`config.mk`:
```
export PLATFORM = sky130hd
export DESIGN_NAME = pcap_replay_ipg_shaper
export DESIGN_NICKNAME = d
export VERILOG_FILES = /design/src/rtl/pcap_replay_ipg_shaper.sv
export SDC_FILE = /design/constraint.sdc
export NUM_CORES = 1
export LEC_CHECK = 0
export BUFFER_PORTS_ARGS = -buffer_cell sky130_fd_sc_hd__clkbuf_2
export CAP_MARGIN = 20
export CORE_AREA = 2 2 364 366
export CTS_BUF_LIST = sky130_fd_sc_hd__clkbuf_16
export DETAILED_ROUTE_END_ITERATION = 7
export DIE_AREA = 0 0 366 368
export SYNTH_ARGS = -nofsm -noshare
export SYNTH_HDL_FRONTEND = slang
export SYNTH_SLANG_ARGS = --single-unit
```
`constraint.sdc`:
```
create_clock -name axi_aclk -period 3 [get_ports axi_aclk]
set_input_delay 0.3 -clock axi_aclk [delete_from_list [all_inputs] [get_ports axi_aclk]]
set_output_delay 0.3 -clock axi_aclk [all_outputs]
set_load 0.01 [all_outputs]
```
`src/rtl/pcap_replay_ipg_shaper.sv`:
```
// rtl/pcap_replay_ipg_shaper.sv - gates a replay packet stream and inserts fixed idle gaps between packets
module pcap_replay_ipg_shaper #(
    parameter int C_M_AXIS_DATA_WIDTH  = 256,
    parameter int C_S_AXIS_DATA_WIDTH  = 256,
    parameter int C_M_AXIS_TUSER_WIDTH = 128,
    parameter int C_S_AXIS_TUSER_WIDTH = 128,
    parameter int C_S_AXI_DATA_WIDTH   = 32
) (
    input  logic                                axi_aclk,
    input  logic                                axi_reset,
    input  logic [C_S_AXIS_DATA_WIDTH-1:0]      s_axis_tdata,
    input  logic [C_S_AXIS_DATA_WIDTH/8-1:0]    s_axis_tstrb,
    input  logic [C_S_AXIS_TUSER_WIDTH-1:0]     s_axis_tuser,
    input  logic                                s_axis_tvalid,
    input  logic                                s_axis_tlast,
    output logic                                s_axis_tready,
    output logic [C_M_AXIS_DATA_WIDTH-1:0]      m_axis_tdata,
    output logic [C_M_AXIS_DATA_WIDTH/8-1:0]    m_axis_tstrb,
    output logic [C_M_AXIS_TUSER_WIDTH-1:0]     m_axis_tuser,
    output logic                                m_axis_tvalid,
    output logic                                m_axis_tlast,
    input  logic                                m_axis_tready,
    input  logic                                sw_rst,
    input  logic                                enable,
    input  logic [C_S_AXI_DATA_WIDTH-1:0]       ipg_cycles,
    input  logic [C_S_AXI_DATA_WIDTH-1:0]       pkt_limit,
    output logic [C_S_AXI_DATA_WIDTH-1:0]       pkt_count,
    output logic                                done
);

    localparam logic [1:0] S_IDLE = 2'd0;
    localparam logic [1:0] S_SEND = 2'd1;
    localparam logic [1:0] S_GAP  = 2'd2;

    localparam logic [C_S_AXI_DATA_WIDTH-1:0] C_CNT_MAX = '1;
    localparam logic [C_S_AXI_DATA_WIDTH-1:0] C_ONE     = {{(C_S_AXI_DATA_WIDTH-1){1'b0}}, 1'b1};

    logic [1:0]                    r_state;
    logic [C_S_AXI_DATA_WIDTH-1:0] r_pkt_count;
    logic [C_S_AXI_DATA_WIDTH-1:0] r_gap_cnt;
    logic                          r_done;

    logic                          w_send;
    logic                          w_pkt_end;
    logic [C_S_AXI_DATA_WIDTH-1:0] w_cnt_inc;
    logic                          w_limit_hit;

    // The stream is only connected while sending; sideband fields pass straight through.
    always_comb begin
        w_send        = (r_state == S_SEND);
        m_axis_tvalid = w_send & s_axis_tvalid;
        s_axis_tready = w_send & m_axis_tready;
        m_axis_tdata  = s_axis_tdata;
        m_axis_tstrb  = s_axis_tstrb;
        m_axis_tuser  = s_axis_tuser;
        m_axis_tlast  = s_axis_tlast;
        w_pkt_end     = m_axis_tvalid & m_axis_tready & s_axis_tlast;
        w_cnt_inc     = (r_pkt_count == C_CNT_MAX) ? r_pkt_count : r_pkt_count + C_ONE;
        w_limit_hit   = (pkt_limit != '0) && (w_cnt_inc == pkt_limit);
    end

    assign pkt_count = r_pkt_count;
    assign done      = r_done;

    // Packet-level sequencing: limits and gap length are only sampled at a packet end,
    // and an enable drop never cuts a packet short except through the software reset.
    always_ff @(posedge axi_aclk or posedge axi_reset) begin
        if (axi_reset) begin
            r_state     <= S_IDLE;
            r_pkt_count <= '0;
            r_gap_cnt   <= '0;
            r_done      <= 1'b0;
        end else if (sw_rst) begin
            r_state     <= S_IDLE;
            r_pkt_count <= '0;
            r_gap_cnt   <= '0;
            r_done      <= 1'b0;
        end else begin
            case (r_state)
                S_IDLE: begin
                    if (enable && !r_done) begin
                        r_state <= S_SEND;
                    end
                end
                S_SEND: begin
                    if (w_pkt_end) begin
                        r_pkt_count <= w_cnt_inc;
                        r_gap_cnt   <= ipg_cycles;
                        if (w_limit_hit) begin
                            r_done  <= 1'b1;
                            r_state <= S_IDLE;
                        end else if (!enable) begin
                            r_state <= S_IDLE;
                        end else if (ipg_cycles == '0) begin
                            r_state <= S_SEND;
                        end else begin
                            r_state <= S_GAP;
                        end
                    end
                end
                S_GAP: begin
                    if (!enable) begin
                        r_state   <= S_IDLE;
                        r_gap_cnt <= '0;
                    end else begin
                        r_gap_cnt <= r_gap_cnt - C_ONE;
                        if (r_gap_cnt <= C_ONE) begin
                            r_state <= S_SEND;
                        end
                    end
                end
                default: begin
                    r_state <= S_IDLE;
                end
            endcase
        end
    end

endmodule

```
==> impl_results.md <==
- Top post-synthesis cells by area: buf_4, dfrtp_1, xnor2_1
- Post-Synth XOR/XNOR Area: 0.0875
- First-pass DRT Iterations: 6
- Critical Path Sink Type: register
- Synth top area share: 0.376
- Ys async rst share: 1.00
- Post-synth EDFFs: 0
- Count leader, synth: buf_4
- Initial antenna violation count: 9
- Placer Congestion: roughly 0.91
- Mux contribution to synthesized area: 0.00357
- CTS tree: built
- Htree depth: 3
- Total I/O pin count: about 940
- Final Hold Violating Endpoints: 0
- Synthesized area: about 8400 um2
- Nets: 1,333
- Clk pwr share: 0.392
- Iter 0 DRT Violations: 661
- Layout cell share with drive strength beyond 1: 0.283
- Starting Density: 0.0643
- Worst-Margin Slew: between 0.6 and 0.7 ns
- Post-synthesis compound-gate area fraction: 0.112
- P_leak: 0.00308 uW
- Top achievable clock speed: 0.336 GHz
- Req. time, crit path: 3.29 ns
- Top cells by instance count after synthesis: buf_4, nor2_1, dfrtp_1
- Area added between synthesis and finish: 5.64%
- Synth Area per Inst: 7.68 um2
- Chip Width: 366 um
- Placed instance count: 2,583
- RSZ-0062 raised after global routing: yes
- Clock root buffer: clkbuf_16
- Vias/cell: between 2 and 3
- Final std cells w/o fill: 2,608
- Largest net degree at the start of global routing: 35
- Global-route wire length before repair: ~77 mm
- Register bit total from synthesis: 67
- Clk buf depth: 2
- Filler Cell Count: between 15,000 and 20,000
- Syn_nets: 1,585
- DRC: 0
- Clock tree sinks: 67
- CTS buffer count: 9
- Port buffer count: around 110
- Post-synth top flop: dfrtp_1
- Ys Warns: 0
- Overall Global Routing Usage: 0.0883
- Max Cap Viol: 0
- Total grt overflow: 0
- Clk Latency, worst-skew pair: 0.36 ns
- Crit start category: register
- Post-DP Area: 8440 um2
- Yosys cell types: 60
- Die Y: 368 um
- Via count: 7,013
- Clk slew on worst S/H paths: 0.06 ns
- Std-Cell Rows: approximately 130
- Final ANT Viol Nets: 0
- Largest family of logic cells by synthesized area: buffers and inverters
- P_int: roughly 1900 uW
- Slew margin rel.: 0.535
- Post-DP HPWL: 55.2 mm
- Cells after Synth: between 1,000 and 1,500
- Setup TNS: 0 ns
- Synth area leader: buf_4
- Hold/Removal Path Class: input port to async pin
- Routed len/inst: 23.8 um
- Adder-Cell Fraction of Synth Area: 0.00446
- Vias in the first global route: roughly 6,700
- Crit-path max FO: 4
- Die Area: 135,000 um2
- Tmin final: 2.98 ns
- Combinational power share: 0.269
- Final wirelength: 62.1 mm
- Final period util: 0.993
- Sw Share: 0.343
- Clock Skew: 0.00779 ns
- Post-synthesis sequential area ratio: 0.199
- Hold_ws: 0.0277 ns
- Outcome: complete, no violations
- Peak VDD IR: about 0.30 mV
- Fin area: 8880 um2
- Sequential share of power: 0.339
- Pins over their slew limit: 0
- PD cells: 322 nW/um2
- Switching power: 981 uW
- Kind of critical path: register to register
- Finish-stage setup viols: 0
- Post-synthesis simple-gate area fraction: 0.195
- Core ar.: 131,000 um2
- Arrival @ worst endpoint: ~3.3 ns
==> stage by stage <==
stage                     setup slack (ns)    util  total power (uW)
after floorplan                     0.0968       -              2020
after global placement             -0.0311  0.0645              1750
after detailed placement           -0.0529  0.0645              1750
after CTS                           0.0165  0.0669              2890
after global routing               -0.0603  0.0678              3020
final                               0.0198  0.0679              2860
==> placed cells by master (no fill, tap or decap), drive strengths merged, types with 4 or more instances in the layout <==
master and instances:
a31oi 5, nand3b 4, nor4 30, and2 4, nand2b 4, inv 15
nor3 31, dfrtp 67, o21ai 53, and4 4, nor2b 5, a22oi 14
nand4 16, o211a 4, clkinv 5, o22ai 5, a32oi 7, nor2 84
or3 12, or4 7, buf 82, clkbuf 115, o31ai 4, nand3 31
xor2 38, nand2 66, diode 5, a21oi 37, and3 12, xnor2 46
==> cell families (layout without fill, tap and decap cells) <==
| kind of cell | count (synthesis) | after routing |
|---|---|---|
| and+or+nand+nor | 320 | 320 |
| AOI/OAI and AO/OA | 151 | 151 |
| other | 0 | 5 |
| muxes | 3 | 3 |
| DFF | 67 | 67 |
| xor gates and xnor gates | 84 | 84 |
| buffers and inverters | 467 | 220 |
| adders and majority gates | 3 | 3 |
==> repair_timing <==
| action | CTS | global route |
|---|---|---|
| hold buffers | 0 | 0 |
| setup buffers | 2 | 2 |
| resized for setup | 1 | 23 |
| pin swaps | 2 | 3 |
| hold endpoints to repair | 0 | 0 |
| setup endpoints to repair | 1 | 2 |
==> state kept, by name (all words and copies together) (netlist names) <==
name and cells:
done 1, pkt_count 32, r_gap_cnt 32, r_state 2
==> layout make-up <==
cell class | count | area (um2) | area share
Antenna cell | 5 | 12.5 | 0.00141
Clock buffer | 9 | 225 | 0.0254
Clock inverter | 7 | 68.8 | 0.00775
Inverter | 16 | 61.3 | 0.00690
Multi-Input combinational cell | 561 | 3490 | 0.393
Sequential cell | 67 | 1680 | 0.189
Tap cell | 1755 | 2200 | 0.247
Timing Repair Buffer | 188 | 1150 | 0.129
==> worst paths after layout <==
path | end | from | cells after the start | slack (ns)
setup / recovery | done | pkt_count[2] | 9 | 0.02
hold / removal | r_gap_cnt[11] | axi_reset | 2 | 0.03
setup reg to reg | done | pkt_count[2] | 9 | 0.02
hold reg to reg | r_gap_cnt[30] | r_gap_cnt[30] | 2 | 0.48
max in group asynchronous | r_gap_cnt[25] | axi_reset | 3 | 2.22
min in group axi_aclk | r_gap_cnt[24] | ipg_cycles[24] | 3 | 0.21
==> metal layers <==
metal	up-vias	share of wire	global-route usage
li1	2815	-	-
met1	3138	0.29	0.0739
met2	890	0.42	0.132
met3	168	0.26	0.104
met4	2	0.035	0.0264
met5	-	0.0010	0.00392
==> power by group through the flow <==
stage	combinational, uW	sequential, uW	clock, uW
final	770	970	1120
after global routing	854	975	1190
after global placement	762	984	0
after detailed placement	766	985	0
after floorplan	1040	978	0
after CTS	770	969	1150
==> critical path, stage by stage (launching register included) <==
cell and delay (ns):
dfrtp_1 0.38, nand4_1 0.21, or4_4 0.59, nor2_2 0.12, nand2_1 0.10, a32oi_1 0.21
nand4b_1 0.17, or4b_4 0.56, or4_1 0.40, a21oi_1 0.16
No activity file was read; power rests on OpenSTA's default activity.
